[config.mk]
export PLATFORM = sky130hd
export DESIGN_NAME = multi_btn_debounce
export DESIGN_NICKNAME = d
export VERILOG_FILES = /design/src/rtl/btn_debounce_pkg.sv /design/src/rtl/btn_debounce_ch.sv /design/src/rtl/multi_btn_debounce.sv
export SDC_FILE = /design/constraint.sdc
export NUM_CORES = 1
export LEC_CHECK = 0
export ABC_CLOCK_PERIOD_IN_PS = 1200
export CAP_MARGIN = 20
export CORE_ASPECT_RATIO = 1.4
export CORE_UTILIZATION = 48
export DETAILED_ROUTE_END_ITERATION = 10
export GPL_TIMING_DRIVEN = 0
export PLACE_DENSITY = 0.75
export SLEW_MARGIN = 15
export SYNTH_ARGS = -nofsm -noshare
export SYNTH_HDL_FRONTEND = slang
export SYNTH_SLANG_ARGS = --single-unit
[constraint.sdc]
create_clock -name clk -period 1.2 [get_ports clk]
set_clock_uncertainty 0.05 [all_clocks]
set_input_delay 0.3 -clock clk [delete_from_list [all_inputs] [get_ports clk]]
set_output_delay 0.3 -clock clk [all_outputs]
set_load 0.01 [all_outputs]
[src/rtl/btn_debounce_pkg.sv]
// Shared types and helpers for the multi-channel button debouncer.
package btn_debounce_pkg;

    typedef enum logic [1:0] {
        st_low       = 2'd0,
        st_wait_high = 2'd1,
        st_high      = 2'd2,
        st_wait_low  = 2'd3
    } btn_state_e;

    // Counter width for a counter that must hold values 0..n-1 (never below 1 bit).
    function automatic int cnt_width(input int n);
        return (n < 2) ? 1 : $clog2(n);
    endfunction

endpackage

[src/rtl/btn_debounce_ch.sv]
// One debounced button channel: 2-flop synchroniser, four-state debounce FSM,
// edge pulses and (with BTN_LONG_PRESS_EN defined) a saturating hold counter.
module btn_debounce_ch
    import btn_debounce_pkg::*;
#(
    parameter int DEBOUNCE_CYCLES = 16
`ifdef BTN_LONG_PRESS_EN
    ,
    parameter int LONG_PRESS_CYCLES = 1000
`endif
) (
    input  logic       i_clk,
    input  logic       i_reset,
    input  logic       i_btn,
    output logic       o_out,
    output logic       o_press,
    output logic       o_release,
    output logic       o_long_press,
    output btn_state_e o_state
);

    localparam logic [1:0] ST_LOW       = st_low;
    localparam logic [1:0] ST_WAIT_HIGH = st_wait_high;
    localparam logic [1:0] ST_HIGH      = st_high;
    localparam logic [1:0] ST_WAIT_LOW  = st_wait_low;

    localparam int CNT_W = cnt_width(DEBOUNCE_CYCLES);
    // The stored count tops out one below the acceptance value: the accepting
    // edge is the one whose increment would reach DEBOUNCE_CYCLES-1.
    localparam logic [CNT_W-1:0] CNT_LAST = CNT_W'(DEBOUNCE_CYCLES - 2);

    logic             r_sync1;
    logic             r_sync2;
    logic [1:0]       r_state;
    logic [CNT_W-1:0] r_cnt;
    logic             r_out;
    logic             r_press;
    logic             r_release;

    logic [1:0]       w_next_state;
    logic [CNT_W-1:0] w_next_cnt;
    logic             w_rise;
    logic             w_fall;

    always_comb begin
        w_next_state = r_state;
        w_next_cnt   = r_cnt;
        case (r_state)
            ST_LOW: begin
                if (r_sync2) begin
                    w_next_state = ST_WAIT_HIGH;
                    w_next_cnt   = '0;
                end
            end
            ST_WAIT_HIGH: begin
                if (!r_sync2) begin
                    w_next_state = ST_LOW;
                    w_next_cnt   = '0;
                end else if (r_cnt == CNT_LAST) begin
                    w_next_state = ST_HIGH;
                    w_next_cnt   = '0;
                end else begin
                    w_next_cnt = r_cnt + CNT_W'(1);
                end
            end
            ST_HIGH: begin
                if (!r_sync2) begin
                    w_next_state = ST_WAIT_LOW;
                    w_next_cnt   = '0;
                end
            end
            ST_WAIT_LOW: begin
                if (r_sync2) begin
                    w_next_state = ST_HIGH;
                    w_next_cnt   = '0;
                end else if (r_cnt == CNT_LAST) begin
                    w_next_state = ST_LOW;
                    w_next_cnt   = '0;
                end else begin
                    w_next_cnt = r_cnt + CNT_W'(1);
                end
            end
            default: begin
                w_next_state = ST_LOW;
                w_next_cnt   = '0;
            end
        endcase
    end

    assign w_rise = (r_state == ST_WAIT_HIGH) && (w_next_state == ST_HIGH);
    assign w_fall = (r_state == ST_WAIT_LOW)  && (w_next_state == ST_LOW);

    always_ff @(posedge i_clk) begin
        if (i_reset) begin
            r_sync1   <= 1'b0;
            r_sync2   <= 1'b0;
            r_state   <= ST_LOW;
            r_cnt     <= '0;
            r_out     <= 1'b0;
            r_press   <= 1'b0;
            r_release <= 1'b0;
        end else begin
            r_sync1   <= i_btn;
            r_sync2   <= r_sync1;
            r_state   <= w_next_state;
            r_cnt     <= w_next_cnt;
            r_out     <= (w_next_state == ST_HIGH) || (w_next_state == ST_WAIT_LOW);
            r_press   <= w_rise;
            r_release <= w_fall;
        end
    end

    assign o_out     = r_out;
    assign o_press   = r_press;
    assign o_release = r_release;
    assign o_state   = btn_state_e'(r_state);

`ifdef BTN_LONG_PRESS_EN
    localparam int                HOLD_W    = cnt_width(LONG_PRESS_CYCLES + 1);
    localparam logic [HOLD_W-1:0] HOLD_MAX  = HOLD_W'(LONG_PRESS_CYCLES);
    localparam logic [HOLD_W-1:0] HOLD_LAST = HOLD_W'(LONG_PRESS_CYCLES - 1);

    logic [HOLD_W-1:0] r_hold;
    logic              r_long;

    // Hold count saturates at LONG_PRESS_CYCLES so the pulse fires once per press.
    always_ff @(posedge i_clk) begin
        if (i_reset) begin
            r_hold <= '0;
            r_long <= 1'b0;
        end else if (w_rise) begin
            r_hold <= '0;
            r_long <= 1'b0;
        end else if (((r_state == ST_HIGH) || (r_state == ST_WAIT_LOW)) && (r_hold != HOLD_MAX)) begin
            r_hold <= r_hold + HOLD_W'(1);
            r_long <= (r_hold == HOLD_LAST);
        end else begin
            r_long <= 1'b0;
        end
    end

    assign o_long_press = r_long;
`else
    assign o_long_press = 1'b0;
`endif

endmodule

[src/rtl/multi_btn_debounce.sv]
// NUM_CH independent debounced button channels. Define BTN_LONG_PRESS_EN to
// enable per-channel long-press detection; otherwise long_press is tied low.
module multi_btn_debounce
    import btn_debounce_pkg::*;
#(
    parameter int NUM_CH            = 4,
    parameter int DEBOUNCE_CYCLES   = 16,
    parameter int LONG_PRESS_CYCLES = 1000
) (
    input  logic                clk,
    input  logic                reset,
    input  logic [NUM_CH-1:0]   btn,
    output logic [NUM_CH-1:0]   out,
    output logic [NUM_CH-1:0]   press,
    output logic [NUM_CH-1:0]   o_release,   // "release" is a reserved word
    output logic [NUM_CH-1:0]   long_press,
    output logic [2*NUM_CH-1:0] o_dbg_state
);

    if (NUM_CH < 1 || NUM_CH > 32) begin : g_bad_num_ch
        $error("multi_btn_debounce: NUM_CH must be 1..32");
    end
    if (DEBOUNCE_CYCLES < 2 || DEBOUNCE_CYCLES > 65535) begin : g_bad_debounce
        $error("multi_btn_debounce: DEBOUNCE_CYCLES must be 2..65535");
    end
    if (LONG_PRESS_CYCLES <= DEBOUNCE_CYCLES) begin : g_bad_long
        $error("multi_btn_debounce: LONG_PRESS_CYCLES must exceed DEBOUNCE_CYCLES");
    end

    for (genvar i = 0; i < NUM_CH; i++) begin : g_ch
        btn_state_e w_state;

        btn_debounce_ch #(
            .DEBOUNCE_CYCLES  (DEBOUNCE_CYCLES)
`ifdef BTN_LONG_PRESS_EN
            ,
            .LONG_PRESS_CYCLES(LONG_PRESS_CYCLES)
`endif
        ) u_ch (
            .i_clk       (clk),
            .i_reset     (reset),
            .i_btn       (btn[i]),
            .o_out       (out[i]),
            .o_press     (press[i]),
            .o_release   (o_release[i]),
            .o_long_press(long_press[i]),
            .o_state     (w_state)
        );

        assign o_dbg_state[2*i +: 2] = w_state;
    end

endmodule

=== Word level (Yosys, flattened, before mapping) ===
Index checks and enable logic that the tools add are counted.

* Add/subtract/negate cells: 4
* Equal/unequal tests: 32
* Muxes and demuxes: 52
* Reductions and logical operators: 24

{| class="wikitable"
|+ Operator list
! kind !! number
|-
| $mux 4 || 20
|-
| $pmux 4 s4 || 4
|-
| $mux 2 || 24
|-
| $eq 2x2->1 const B || 16
|-
| $pmux 2 s4 || 4
|-
| $add 4x1->4 const B || 4
|-
| $eq 4x4->1 const B || 4
|-
| $logic_not 2->1 || 8
|-
| $eq 2x1->1 const B || 4
|-
| $logic_and 1x1->1 || 8
|-
| $ne 2x1->1 const B || 4
|-
| $ne 2x2->1 const B || 4
|-
| $reduce_and 2->1 || 4
|-
| $logic_or 1x1->1 || 4
|}

* Flip-flop bits (word level): 44
* Input port bits: 6
* Logic and storage cells: 140

=== Logic depth before layout (Yosys ltp) ===
* Depth in word-level cells: 6
* Depth in mapped cells: 5
* Gate-level depth less buffers: 5

=== Modules after synthesis ===
Synthesis repeated with hierarchy kept, for this count alone.

* Cell total of the unflattened synthesis: 188
* Area, all modules: 1771.7 µm²

{| class="wikitable"
|+ By module, submodules not included
! module !! times used !! cells each !! area each (µm²)
|-
| btn_debounce_ch || 4 || 47 || 442.9
|}

=== Worst setup path before layout ===
No wires, ideal clock.

* Kind: register to register
* Start: register g_ch[1].u_ch.r_state[0]
* End: register g_ch[1].u_ch.r_cnt[3]
* Setup time: 73 ps
* Data arrival time: 1210 ps
* Data required time: 1077 ps
* Setup slack: -133 ps
* Cell stages (with the launch flop): 5
* Buffers on the path: 1
* Clock period less this slack: 1333 ps
* Cells stage by stage: dfxtp_1 > clkbuf_2 > inv_1 > or4b_4 > o211ai_2

* Longest elaborated chain between the ends: 3
* Elaborated cells on any way between the ends: 8

{| class="wikitable"
|+ Ends and longest elaborated chain
! element !! line !! source
|-
| start, declared || btn_debounce_ch.sv:34 || <nowiki>logic [1:0] r_state;</nowiki>
|-
| start signal, assigned || btn_debounce_ch.sv:105 || <nowiki>r_state <= w_next_state;</nowiki>
|-
| $eq 2x2->1 or $logic_not 2->1 (tied branches) || btn_debounce_ch.sv:48 || <nowiki>case (r_state)</nowiki>
|-
| $ne 2x2->1 (no line) or $ne 2x1->1 (tied branches) || - ||
|-
| $reduce_and 2->1 (no line) || - ||
|-
| end signal, assigned || btn_debounce_ch.sv:106 || <nowiki>r_cnt <= w_next_cnt;</nowiki>
|-
| end, declared || btn_debounce_ch.sv:35 || <nowiki>logic [CNT_W-1:0] r_cnt;</nowiki>
|}

Parallel ways exist; a longest one is shown, timed or not.
A chain may end at the register's enable or synchronous reset.

=== Final worst setup path ===
* Start: register g_ch[2].u_ch.r_cnt[0]
* End: register g_ch[2].u_ch.r_out

* Longest elaborated chain between the ends: 6
* Elaborated cells on any way between the ends: 9

{| class="wikitable"
|+ Ends and longest elaborated chain
! element !! line !! source
|-
| start, declared || btn_debounce_ch.sv:35 ||
|-
| start signal, assigned || btn_debounce_ch.sv:106 ||
|-
| $eq 4x4->1 * || btn_debounce_ch.sv:59, btn_debounce_ch.sv:76 ||
|-
| $mux 2 (on tied branches) || btn_debounce_ch.sv:76, btn_debounce_ch.sv:59 ||
|-
| $mux 2 (on tied branches) || btn_debounce_ch.sv:73, btn_debounce_ch.sv:56 ||
|-
| $pmux 2 s4 * || btn_debounce_ch.sv:48 ||
|-
| $eq 2x2->1 || btn_debounce_ch.sv:107 || <nowiki>r_out <= (w_next_state == ST_HIGH) || (w_next_state == ST_WAIT_LOW);</nowiki>
|-
| $logic_or 1x1->1 * || btn_debounce_ch.sv:107 ||
|-
| end signal, assigned || btn_debounce_ch.sv:107 ||
|-
| end, declared || btn_debounce_ch.sv:36 || <nowiki>logic r_out;</nowiki>
|}

Mark *: on every way between the ends. The rest lies on a longest branch, timed or not.

==> metrics.txt <==
Hold Path Stages=1; reg2reg path depth=5; Placed Area=~2400 um^2; Ports=30; min-delay worst type=reg -> reg; worst path cell trace=inv_2, ha_4, nand4_1, mux2i_1, nor2_1; core area=3950 um^2; layout cells sized above 1=52.9%; fin worst setup slack=-62.3 ps; RSZ-0062 raised after global routing=yes; Syn Area/Cell=9.71 um^2; Max Transition Viols Final=0; setup slack, reg-to-reg=-60 ps; post-DP HPWL=~2600 um; Crit path largest cell delay=between 300 and 400 ps; setup TNS=-444 ps; clk sink count=44; clk buf depth=2; largest net degree at the start of global routing=13; CTS tree=done; clock root buffer=clkbuf_8; Final Cycle Share=105%; Final setup violation count=14; DR pass1 iterations=6; nets=272; RD Place Congestion=about 0.86; grt total ovfl=0; Worst Hold Endpoint=g_ch[3].u_ch.r_sync2; Clock Latency Late Sink=290 ps; Total GRT Usage=19.7%; DRT iter0 DRCs=53; Startpoint Class=register; worst-path fanout max=4; Die Y=a little under 80 um; routed wire length=4290 um; worst r2r dst=g_ch[2].u_ch.o_out; DRC=0; crit path max-delay cell type=dfxtp_2; Die Width=approximately 57 um; crit path kind=reg -> reg; count of maximum capacitance violations=0; via count=1672; Placed Cells=277; Final Hold Viols=0; vias per cell=5.54; via count of the first global-routing pass=1587; antenna violations before repair=0; outcome=finished with violations; Leakage Power=approximately 1.1 nW; per-cell routed wire length=between 10 and 15 um; Synth-to-Final Area Change=46.4%; post-synthesis cell type count=24; pwr/cell area=890 nW/um^2; Rows=27; failing checks=setup timing; Gate Count Post-Synth=206; yosys warns=0; WP data arrival=1400 ps; CTS H-Tree Depth=2; Final ANT Viol Nets=0; Diodes inserted=0; final instance area=about 2900 um^2; fin cells=302; Starting Density=50.6%; Cell Area, Synth=2000 um^2; Peak Freq=between 700 and 800 MHz; die area=4430 um^2; # port buffers=25; clock-pin slew on the worst setup and hold paths=80 ps; post-layout min period=roughly 1300 ps; Yosys reg bits=44; Min-Delay Startpoint=g_ch[3].u_ch.r_sync1; Critical Path End Type=register; Peak VDD IR=0.000912 V; required time worst endpoint=1330 ps; first-pass GRT wire length=around 6800 um; Reg2Reg Launch Point=g_ch[2].u_ch.r_cnt[0]; CTS Buf Count=5; sequential fraction of the synthesis area=roughly 44%
## worst max path at each step
stage,startpoint,end,cells after the start
floorplan,g_ch[1].u_ch.o_state[1],g_ch[1].u_ch.r_cnt[3],3
global placement,reset,g_ch[3].u_ch.o_state[0],4
detailed placement,reset,g_ch[3].u_ch.o_state[0],4
CTS,g_ch[0].u_ch.o_state[1],g_ch[0].u_ch.r_cnt[3],4
global route,g_ch[1].u_ch.r_cnt[0],g_ch[1].u_ch.o_out,5
finish,g_ch[2].u_ch.r_cnt[0],g_ch[2].u_ch.o_out,5
## final cells by class
class	count	area, um^2
inverter	8	40.0
clock buffer	8	90.1
fill	266	1020
timing repair buffer	51	452
sequential	44	955
buffer	16	143
multi-input combinational	132	1190
tap	43	53.8
## metrics by stage
step / hold WS (ps) / util [%] / power [mW] / worst slack [ps]
global placement: 366 / 61.0 / 1.66 / -813
floorplan: 364 / - / 1.62 / -5.24
CTS: 393 / 70.7 / 2.63 / -41.9
global route: 407 / 74.1 / 2.70 / -123
finish: 387 / 74.1 / 2.61 / -62.3
detailed placement: 387 / 61.0 / 1.67 / -800
## metal layers
layer / routed length, um / up-vias / track usage [%]
li1: - / 825 / -
met1: 1710 / 805 / 20.3
met2: 2340 / 37 / 36.7
met3: 162 / 5 / 4.12
met4: 76 / 0 / 9.76
met5: 0 / - / 0
## registers in the layout, indices dropped and copies added (netlist names)
name / count
g_ch.u_ch.o_press: 4
g_ch.u_ch.o_release: 4
g_ch.u_ch.o_state: 8
g_ch.u_ch.r_sync1: 4
g_ch.u_ch.r_cnt: 16
g_ch.u_ch.r_sync2: 4
g_ch.u_ch.o_out: 4
## logic make-up (layout without fill, tap and decap cells)
group,after synthesis,count (layout),synth area share [%]
adder cells (fa/ha/maj),8,8,5.01
other,1,4,0.188
multiplexers,4,4,2.00
AO/OA/AOI/OAI,16,16,5.76
XOR/XNOR,8,8,3.50
flip-flops,44,44,44.1
buffers and inverters,33,83,9.45
AND/OR/NAND/NOR,92,92,30.0
## what timing repair did
action | CTS | global route
setup endpoints to repair | 64 | 45
buffers inserted | 22 | 4
hold buffers | 0 | 0
pin swaps | 16 | 16
resized for setup | 138 | 37
## cell usage after synthesis
cell type  count  share of area [%]
a21oi_1        8                2.0
buf_1          1               0.19
o211ai_2       4                2.5
nand4b_1       8                3.5
mux2i_1        4                2.0
clkbuf_1       4               0.75
inv_1          8                1.5
nand2b_1       4                1.3
nor2b_1       12                3.8
clkbuf_2       4                1.0
a31oi_1        4                1.3
xor2_1         4                1.8
nand4_1       16                5.0
xnor2_1        4                1.8
nand3_1       20                5.0
or3_1          4                1.3
ha_1           8                5.0
and3b_1        4                1.8
nor4b_1        8                3.5
conb_1         1               0.19
dfxtp_1       44                 44
or4b_4         4                2.8
nor2_1        12                2.3
buf_4         16                6.0
## power breakdown
group,switching [mW],internal (mW)
Sequential,0.0226,1.45
Combinational,0.0830,0.0976
Clock,0.484,0.470
## critical path, delay by kind of cell (launching register included)
kind	cells	cell delay, ps
adders and majority gates	1	150
buffers and inverters	1	50
DFF	1	360
muxes	1	260
and+or+nand+nor	2	280
## cell usage in the layout (no fill, tap or decap), drive strengths merged, types with 8 or more instances in the layout
| master | count |
|---|---|
| buf | 55 |
| dfxtp | 44 |
| nand3 | 20 |
| nand4 | 16 |
| clkbuf | 15 |
| nor2 | 12 |
| nor2b | 12 |
| nand4b | 8 |
| a21oi | 8 |
| ha | 8 |
| inv | 8 |
| nor4b | 8 |
Power figures use the tool's default switching activity.
